## src/rtl/div_pkg.sv

```systemverilog
// Shared types and constants for the divide issue/retire controller.
package div_pkg;

  localparam int unsigned DEFAULT_WIDTH = 32;

  localparam logic [DEFAULT_WIDTH-1:0] DIV0_QUOTIENT = '1;

  typedef enum logic [2:0] {
    IDLE      = 3'd0,
    LAUNCH    = 3'd1,
    WAIT_BUSY = 3'd2,
    RUN       = 3'd3,
    FIX       = 3'd4,
    DRAIN     = 3'd5
  } div_state_e;

endpackage

```

## src/rtl/div_issue_ctrl_sign_fix.sv

```systemverilog
// Conditional two's-complement negate: magnitude extraction and result sign fix-up.
module sign_fix #(
  parameter int unsigned WIDTH = 32
) (
  input  logic [WIDTH-1:0] value,
  input  logic             negate,
  output logic [WIDTH-1:0] result_c
);

  assign result_c = negate ? (~value) + WIDTH'(1) : value;

endmodule

```

## src/rtl/div_issue_ctrl.sv

```systemverilog
// Issue/retire controller for an iterative unsigned divider: operand
// conditioning, launch, completion wait, sign fix-up and HI/LO ownership.
module div_issue_ctrl
  import div_pkg::*;
#(
  parameter int unsigned WIDTH = DEFAULT_WIDTH
) (
  input  logic             clock,
  input  logic             reset,
  input  logic             req_valid,
  input  logic             req_signed,
  input  logic [WIDTH-1:0] req_dividend,
  input  logic [WIDTH-1:0] req_divisor,
  output logic             req_ready,
  input  logic             flush,
  input  logic             wr_hi,
  input  logic             wr_lo,
  input  logic [WIDTH-1:0] wr_data,
  output logic             div_start,
  output logic [WIDTH-1:0] div_dividend,
  output logic [WIDTH-1:0] div_divisor,
  input  logic             div_busy,
  input  logic [WIDTH-1:0] div_q,
  input  logic [WIDTH-1:0] div_r,
  output logic [WIDTH-1:0] hi,
  output logic [WIDTH-1:0] lo,
  output logic             hilo_valid,
  output logic             div0,
  output logic             stall
);

  div_state_e       state, next_state;
  logic             sign_a, sign_b, zero_div;
  logic             in_idle, accept;
  logic [WIDTH-1:0] mag_a, mag_b, res_q, res_r, r_src;

  assign in_idle = (state == IDLE);
  assign accept  = req_valid & in_idle;

  sign_fix #(.WIDTH(WIDTH)) u_mag_a (
    .value(req_dividend), .negate(req_signed & req_dividend[WIDTH-1]), .result_c(mag_a)
  );
  sign_fix #(.WIDTH(WIDTH)) u_mag_b (
    .value(req_divisor), .negate(req_signed & req_divisor[WIDTH-1]), .result_c(mag_b)
  );

  // On divide-by-zero HI gets the original dividend back, rebuilt from its magnitude.
  assign r_src = zero_div ? div_dividend : div_r;

  sign_fix #(.WIDTH(WIDTH)) u_fix_q (
    .value(div_q), .negate(sign_a ^ sign_b), .result_c(res_q)
  );
  sign_fix #(.WIDTH(WIDTH)) u_fix_r (
    .value(r_src), .negate(sign_a), .result_c(res_r)
  );

  // State register.
  always_ff @(posedge clock or posedge reset) begin
    if (reset) state <= IDLE;
    else       state <= next_state;
  end

  // Next-state logic.
  always_comb begin
    next_state = state;
    case (state)
      IDLE:      if (accept) next_state = (req_divisor == '0) ? FIX : LAUNCH;
      LAUNCH:    next_state = flush ? DRAIN : WAIT_BUSY;
      WAIT_BUSY: if (flush) next_state = DRAIN;
                 else if (div_busy) next_state = RUN;
      RUN:       if (flush) next_state = DRAIN;
                 else if (!div_busy) next_state = FIX;
      FIX:       next_state = IDLE;
      DRAIN:     if (!div_busy) next_state = IDLE;
      default:   next_state = IDLE;
    endcase
  end

  // Registered outputs, operand latches and architectural HI/LO.
  always_ff @(posedge clock or posedge reset) begin
    if (reset) begin
      hi           <= '0;
      lo           <= '0;
      hilo_valid   <= 1'b0;
      div0         <= 1'b0;
      div_start    <= 1'b0;
      div_dividend <= '0;
      div_divisor  <= '0;
      req_ready    <= 1'b1;
      stall        <= 1'b0;
      sign_a       <= 1'b0;
      sign_b       <= 1'b0;
      zero_div     <= 1'b0;
    end else begin
      div_start  <= in_idle && (next_state == LAUNCH);
      hilo_valid <= (state == FIX);
      req_ready  <= (next_state == IDLE);
      stall      <= (next_state != IDLE);
      if (in_idle) begin
        if (wr_hi) hi <= wr_data;
        if (wr_lo) lo <= wr_data;
      end
      if (accept) begin
        sign_a       <= req_signed & req_dividend[WIDTH-1];
        sign_b       <= req_signed & req_divisor[WIDTH-1];
        zero_div     <= (req_divisor == '0);
        div_dividend <= mag_a;
        div_divisor  <= mag_b;
        div0         <= 1'b0;
      end
      if (state == FIX) begin
        hi   <= res_r;
        lo   <= zero_div ? WIDTH'(DIV0_QUOTIENT) : res_q;
        div0 <= zero_div;
      end
    end
  end

endmodule
```

## config.mk

```make
export PLATFORM = sky130hd
export DESIGN_NAME = div_issue_ctrl
export DESIGN_NICKNAME = d
export VERILOG_FILES = /design/src/rtl/div_pkg.sv /design/src/rtl/div_issue_ctrl_sign_fix.sv /design/src/rtl/div_issue_ctrl.sv
export SDC_FILE = /design/constraint.sdc
export NUM_CORES = 1
export LEC_CHECK = 0
export BUFFER_PORTS_ARGS = -buffer_cell sky130_fd_sc_hd__buf_4
export CAP_MARGIN = 20
export CORE_UTILIZATION = 56
export DETAILED_ROUTE_END_ITERATION = 8
export PLACE_DENSITY_LB_ADDON = 0.2
export SYNTH_ARGS = -nofsm -noshare
export SYNTH_HDL_FRONTEND = slang
export SYNTH_HIERARCHICAL = 1
export SYNTH_SLANG_ARGS = --single-unit
```

## constraint.sdc

```tcl
create_clock -name clock -period 8.2 [get_ports clock]
set_input_delay 1.64 -clock clock [delete_from_list [all_inputs] [get_ports clock]]
set_output_delay 1.64 -clock clock [all_outputs]
set_load 0.02 [all_outputs]
```

==> results of run 1 <==
where the power goes:
part	total [mW]	internal (mW)	switching, mW
registers	1.26	1.02	0.247
clock network	0.797	0.501	0.296
logic	2.20	0.919	1.28
total	4.26	2.44	1.83
final timing paths:
check                                    start              to  slack, ps  cells after the start
worst min-delay path            div_divisor[5]  div_divisor[5]        470                      2
worst min register to register  div_divisor[5]  div_divisor[5]        470                      2
worst max register to register        zero_div          hi[30]       4760                      8
max in group asynchronous                reset           hi[1]       5670                      3
worst max-delay path                  zero_div          hi[30]       4760                      8
min in group asynchronous                reset  div_divisor[6]       1410                      2
critical path, cell delays in order, from the launching register on:
cell     delay (ps)
dfrtp_2         780
buf_4           500
mux2_2          440
nor4_1          540
nand2_1         170
o41ai_1         460
xnor2_1         190
mux2i_1         110
o21ai_0         160
through the flow:
| stage | setup slack [ps] | hold WS, ps | utilization [%] | cell area [um2] |
|---|---|---|---|---|
| after floorplan | 2840 | 501 | - | 9430 |
| after global placement | 4560 | 459 | 71.1 | 11800 |
| after detailed placement | 4490 | 463 | 71.1 | 11800 |
| after CTS | 4780 | 479 | 74.8 | 12400 |
| after global routing | 4480 | 494 | 75.2 | 12400 |
| final | 4760 | 473 | 75.2 | 12400 |
layer usage:
metal  wire, um  GRT usage (%)
met5          0              0
met4        621           10.4
met2      13300           50.5
met3       2130           6.54
met1      12400           45.1
cell families (layout without fill, tap and decap cells):
kind of cell / Yosys count / count (layout) / share of synthesized area (%)
fa+ha+maj: 4 / 4 / 0.531
simple gates: 492 / 492 / 26.2
other cells: 0 / 1 / 0
mux: 66 / 66 / 7.45
flops: 139 / 139 / 36.9
xor+xnor: 121 / 121 / 11.2
compound gates: 178 / 178 / 14.1
buf+inv: 70 / 352 / 3.61
layout by cell type, fill, tap and decap left out, types with 5 or more instances in the layout:
cell type,Yosys,routed
nor3_1,40,40
nand4_1,14,14
o41ai_2,16,16
buf_4,6,308
nor4_4,16,16
o31ai_1,64,64
o21ai_1,8,6
nand2_1,304,304
mux2_2,34,34
nor2b_1,5,5
xnor2_1,120,120
dfrtp_1,138,137
nor4_1,16,16
nand2b_1,12,12
mux2i_1,32,32
nor2_1,37,37
or2b_1,8,8
nand3b_1,6,6
o41ai_1,20,20
clkbuf_16,0,17
nand3_1,14,14
or2_2,5,5
o21ai_0,65,65
inv_1,9,8
final cells by class:
type	instances	area, um2	area share [%]
Tap cell	220	275	2.22
Multi-Input combinational cell	861	5640	45.4
Timing Repair Buffer	310	2370	19.1
Clock buffer	21	470	3.79
Clock inverter	11	143	1.15
Inverter	10	42.5	0.342
Antenna cell	1	2.50	0.0201
Sequential cell	139	3480	28.0
state kept, by name, indices dropped and copies added (netlist names), 3 cells and up:
register / cells
div_dividend: 32
div_divisor: 32
hi: 32
lo: 32
state: 3
==> qor.yml, run 1 <==
yosys:
  netlist_area_mm2: 0.00943
  synth.area.top_cells: "dfrtp_1 (37%), nand2_1 (12%), xnor2_1 (11%), o31ai_1 (5.1%), mux2_2 (4.1%)"
  synth_nets: 1242
  yosysWarnings: 6
  yosys_register_bits: 139
  yosysTopAreaCellShare_pct: 36.6
  syn_inst: 1070
  synth_top_area_cell: "dfrtp_1"
  synth_area_per_cell_um2: 8.82
  synthTopCellsByCount: "nand2_1 (304), dfrtp_1 (138), xnor2_1 (120)"
  synth_seq_area_share_pct: 36.9
  synth_ff_type: "dfrtp_1"
  ys_types: 43
  ys_async_sr_fraction_pct: 100
  yosysMostFrequentCell: "nand2_1"
  synth_edf_count: 0
floorplan:
  coreArea_mm2: 0.0165
  num_rows: 47
  dieArea_mm2: 0.0174
  die_y_um: 132
  start_util_pct: 57.1
  die_w_um: 132
  io_pins: 301
status:
  status: "complete, no violations"
sta:
  rsz0062_at_grt: "no"
  max_freq_ghz: 0.291
  period_share_pct: 41.9
  period_minus_slack_ps: 3440
  tns_ps: 0
  hold_viol_final: 0
  setup_viol: 0
  slew_violations: 0
  slew_headroom_pct: 25.9
  clock_skew_ps: 6.50
  worst_pin_slew_ps: 1110
critical_path:
  crit_arrival_ps: 3770
  cp-start-kind: "register"
  worst-endpoint-required_ps: 8540
  endpoint_kind: "register"
  crit_type: "reg2reg"
  crit_fanout: 34
clock_tree:
  htreeDepth: 4
  insertion_delay_ps: 420
  ctsResizeCount: 0
  clk_pin_slew_worst_paths_ps: 60
  cts_tree: "done"
  cts_made_buffers: 17
  cts_root_buf: "clkbuf_16"
  post_cts_buffers: 0
  cts_hold_buf: 0
  clock_sinks: 139
  clk_path_buf_depth: 2
flow_run:
  max-cap-violations: 0
pwr:
  ir_drop_uv: 212
  p_total_mw: 4.26
  leakage_nw: 5.48
  cellPowerDensity_mw_per_mm2: 343
placement:
  routabilityCongestion: 0.935
  dpl.hpwl_um: 21300
  dp_cells: 1538
  io_buffer_count: 300
drt:
  drc: 0
  first_pass_iters: 6
  wire_per_inst_um: 18.1
  via_per_inst: 5.73
  first_iter_violations: 844
  via_count: 9020
  finalWirelength_um: 28500
  postRouteAntennaNets: 0
global_route:
  grt_use_total_pct: 32.3
  grt_pass1_vias: 8222
  grt_pass1_wl_um: 44000
  antenna_found_initial: 1
  grt_max_degree: 95
  gr-total-overflow: 0
hold_path:
  hp-class: "reg2reg"
finish:
  fill_cells: 1265
  syn_to_final_growth_pct: 31.7
  num-nets-final: 1511
  layout-drive-gt1-share_pct: 31.6
  stdcell_count: 1573
Note: power is estimated with default switching activity, not from simulation.
==> run 2: changes to the inputs <==
- CORE_UTILIZATION: 56 -> 52
- clock period: 8.2 -> 3.2 ns (I/O delays scaled with it)
==> qor.yml, run 2 (same netlist as run 1, synthesis figures left out) <==
status:
  status: "complete, no violations"
drt:
  postRouteAntennaNets: 0
  via_per_inst: 5.66
  finalWirelength_um: 28900
  drc: 0
  first_pass_iters: 6
  via_count: 8950
  wire_per_inst_um: 18.3
  first_iter_violations: 641
finish:
  mostFrequentLayoutCells: "buf_4 (309), nand2_1 (304), dfrtp_1 (137)"
  stdcell_count: 1580
  syn_to_final_growth_pct: 31.9
  num-nets-final: 1514
  final_common_cell: "buf_4"
  layout-drive-gt1-share_pct: 31.7
  fill_cells: 1451
  antennaDiodeCount: 0
critical_path:
  crit_arrival_ps: 3180
  r2r-end: "hi[29]"
  endpoint_kind: "register"
  r2r_cells: 8
  timing.rr.start: "zero_div"
  crit_fanout: 66
  worst-endpoint-required_ps: 3540
  cp-startpoint: "zero_div"
  crit_type: "reg2reg"
  cp-start-kind: "register"
  r2r_slack_ps: 360
sta:
  rsz0062_at_grt: "no"
  timing.final.ws_setup_ps: 357
  setup_viol: 0
  hold_viol_final: 0
  tns_ps: 0
  slew_headroom_pct: 48.0
  max_freq_ghz: 0.352
  period_minus_slack_ps: 2840
  slew_violations: 0
  worst_pin_slew_ps: 780
  clock_skew_ps: 11.8
  period_share_pct: 88.8
floorplan:
  coreArea_mm2: 0.0175
  start_util_pct: 54.0
  die_w_um: 137
  die_y_um: 137
  dieArea_mm2: 0.0187
  io_pins: 301
  num_rows: 48
clock_tree:
  cts_root_buf: "clkbuf_16"
  insertion_delay_ps: 420
  clock_sinks: 139
  post_cts_buffers: 0
  ctsResizeCount: 0
  htreeDepth: 4
  cts_tree: "done"
  cts_hold_buf: 0
  clk_path_buf_depth: 2
  cts_made_buffers: 17
  clk_pin_slew_worst_paths_ps: 60
placement:
  dpl_worst_slack_ps: 459
  io_buffer_count: 300
  dpl.hpwl_um: 21700
  dp_cells: 1548
  routabilityCongestion: 0.903
global_route:
  grt_use_total_pct: 31.0
  grt_max_degree: 140
  gr-total-overflow: 0
  grt_pass1_wl_um: 44100
  grt_pass1_vias: 8228
  antenna_found_initial: 0
pwr:
  cellPowerDensity_mw_per_mm2: 884
  ir_drop_uv: 564
  leakage_nw: 5.47
hold_path:
  hp-class: "in2async"
flow_run:
  max-cap-violations: 0
## run 2: worst max-delay path, cell delays in order, from the launching register on
cell	delay (ps)
dfrtp_2	370
buf_12	290
mux2_2	430
nor4_1	530
or2b_1	290
o31ai_1	340
xnor2_1	230
mux2i_1	110
o21ai_0	140
## run 2: layer usage
| layer | wire (um) | track usage [%] | up-vias |
|---|---|---|---|
| met5 | 0 | 0 | - |
| met4 | 650 | 9.81 | 0 |
| met3 | 2360 | 6.78 | 45 |
| met2 | 13300 | 48.4 | 389 |
| met1 | 12700 | 42.6 | 4217 |
| li1 | - | - | 4299 |
## run 2: where the power goes
part	switching (mW)	total (mW)	internal (mW)	leakage, nW
sequential	0.621	3.23	2.61	1.72
combinational	3.36	5.74	2.38	3.46
clock	0.804	2.04	1.23	0.276
## run 2: worst max path at each step
stage                         to  slack, ps  cells past startpoint
after floorplan           hi[30]        620                      9
after global placement    hi[29]        530                      8
after detailed placement  hi[27]        460                      8
after CTS                 hi[29]        390                      8
after global routing      hi[10]        170                     10
final                     hi[29]        360                      8
## run 2: stage by stage
step / hold slack, ps / power (mW) / area (um2) / util [%]
floorplan: 501 / 6.69 / 9440 / -
global placement: 461 / 8.85 / 11800 / 67.8
detailed placement: 463 / 8.96 / 11800 / 67.8
CTS: 392 / 11.0 / 12400 / 71.2
global route: 393 / 11.7 / 12400 / 71.2
finish: 405 / 11.0 / 12400 / 71.2
## run 2: layout make-up
class	instances	area, um2	area share [%]
Timing Repair Buffer	313	2400	19.3
Inverter	10	41.3	0.332
Tap cell	225	282	2.26
Sequential cell	139	3480	28.0
Clock buffer	19	433	3.48
Multi-Input combinational cell	861	5640	45.3
Clock inverter	13	168	1.35
==> run 3: changes to the inputs <==
- PLACE_DENSITY: default -> 0.81
- PLACE_DENSITY_LB_ADDON: 0.2 -> default
==> qor.yml, run 3 (same netlist as run 1, synthesis figures left out) <==
status:
  status: "complete, no violations"
clock_tree:
  clk_pin_slew_worst_paths_ps: 60
  cts_made_buffers: 17
  clock_sinks: 139
  cts_hold_buf: 0
  cts_root_buf: "clkbuf_16"
  insertion_delay_ps: 420
  cts_tree: "done"
  ctsResizeCount: 0
  clk_path_buf_depth: 2
  post_cts_buffers: 0
  htreeDepth: 4
placement:
  routabilityCongestion: 0.952
  dp_cells: 1553
  placed_cell_area_mm2: 0.0119
  io_buffer_count: 300
  dpl.hpwl_um: 22900
critical_path:
  cpMaxStageDelayCell: "o41ai_1"
  cp-startpoint: "zero_div"
  crit_type: "reg2reg"
  timing.rr.start: "zero_div"
  critPathTopFamily: "multiplexers"
  cp-start-kind: "register"
  crit_fanout: 66
  max_stage_delay_ps: 430
  endpoint_kind: "register"
  worst-endpoint-required_ps: 3480
  cp_num_buf_inv: 2
  crit_arrival_ps: 3060
  crit_chain: "buf_12 -> mux2_2 -> inv_1 -> ha_1 -> nor2b_1 -> nand3_1 -> o41ai_1 -> xnor2_1 -> mux2i_1 -> o21ai_0"
drt:
  postRouteAntennaNets: 0
  wl_met3_um: 2390
  first_iter_violations: 650
  m1WireLength_um: 13100
  drc: 0
  via_per_inst: 5.78
  first_pass_iters: 5
  via_count: 9161
  finalWirelength_um: 30200
  wl_met2_um: 13800
  wire_per_inst_um: 19.1
  dr.max_layer_used: "met4"
finish:
  layout-drive-gt1-share_pct: 32.0
  final_common_cell: "buf_4"
  antennaDiodeCount: 0
  syn_to_final_growth_pct: 32.5
  fin_area_mm2: 0.0125
  num-nets-final: 1519
  mostFrequentLayoutCells: "buf_4 (313), nand2_1 (304), dfrtp_1 (137)"
  stdcell_count: 1585
flow_run:
  max-cap-violations: 0
floorplan:
  dieArea_mm2: 0.0187
  num_rows: 48
  die_w_um: 137
  io_pins: 301
  start_util_pct: 54.0
  die_y_um: 137
  coreArea_mm2: 0.0175
pwr:
  ir_drop_uv: 498
  cellPowerDensity_mw_per_mm2: 885
  leakage_nw: 5.51
sta:
  slew_headroom_pct: 42.1
  slew_violations: 0
  hold_ws_ps: 393
  clock_skew_ps: 9.02
  hold_viol_final: 0
  period_minus_slack_ps: 2790
  worst_pin_slew_ps: 867
  period_share_pct: 87.1
  max_freq_ghz: 0.359
  rsz0062_at_grt: "no"
  setup_viol: 0
  tns_ps: 0
global_route:
  grt_use_total_pct: 32.2
  grt_max_degree: 67
  antenna_found_initial: 0
  gr-total-overflow: 0
  grt_pass1_wl_um: 45800
  grt_pass1_vias: 8599
hold_path:
  hp-class: "in2async"
## run 3: path summary, 6_finish.rpt
path	end	slack (ps)	cells past startpoint
worst max-delay path	hi[14]	410	10
worst min register to register	div_divisor[2]	480	2
worst max register to register	hi[14]	410	10
max in group asynchronous	div_divisor[31]	2000	3
worst min-delay path	lo[23]	390	2
min in group clock	state[1]	410	2
## run 3: layout make-up
class	count	area (um2)
Inverter	10	41.3
Clock buffer	20	457
Fill cell	1421	4980
Sequential cell	139	3480
Timing Repair Buffer	318	2450
Clock inverter	12	146
Tap cell	225	282
Multi-Input combinational cell	861	5640
## run 3: power by group
part           internal [mW]  leakage, nW  switching (mW)
registers               2.61         1.72           0.645
logic                   2.40         3.50            3.37
clock network           1.26        0.292           0.785
total                   6.27         5.51            4.80
## run 3: layer usage
metal / global-route usage, % / vias to the layer above
li1: - / 4303
met1: 44.2 / 4383
met2: 49.9 / 419
met3: 5.85 / 56
met4: 13.0 / 0
met5: 0 / -
## run 3: stage by stage
stage               worst slack, ps  utilization [%]  power (mW)
CTS                             463             71.5        11.1
detailed placement              462             68.1        8.99
floorplan                       616                -        6.69
finish                          411             71.5        11.1
global placement                572             68.1        8.87
global route                    197             71.5        11.7
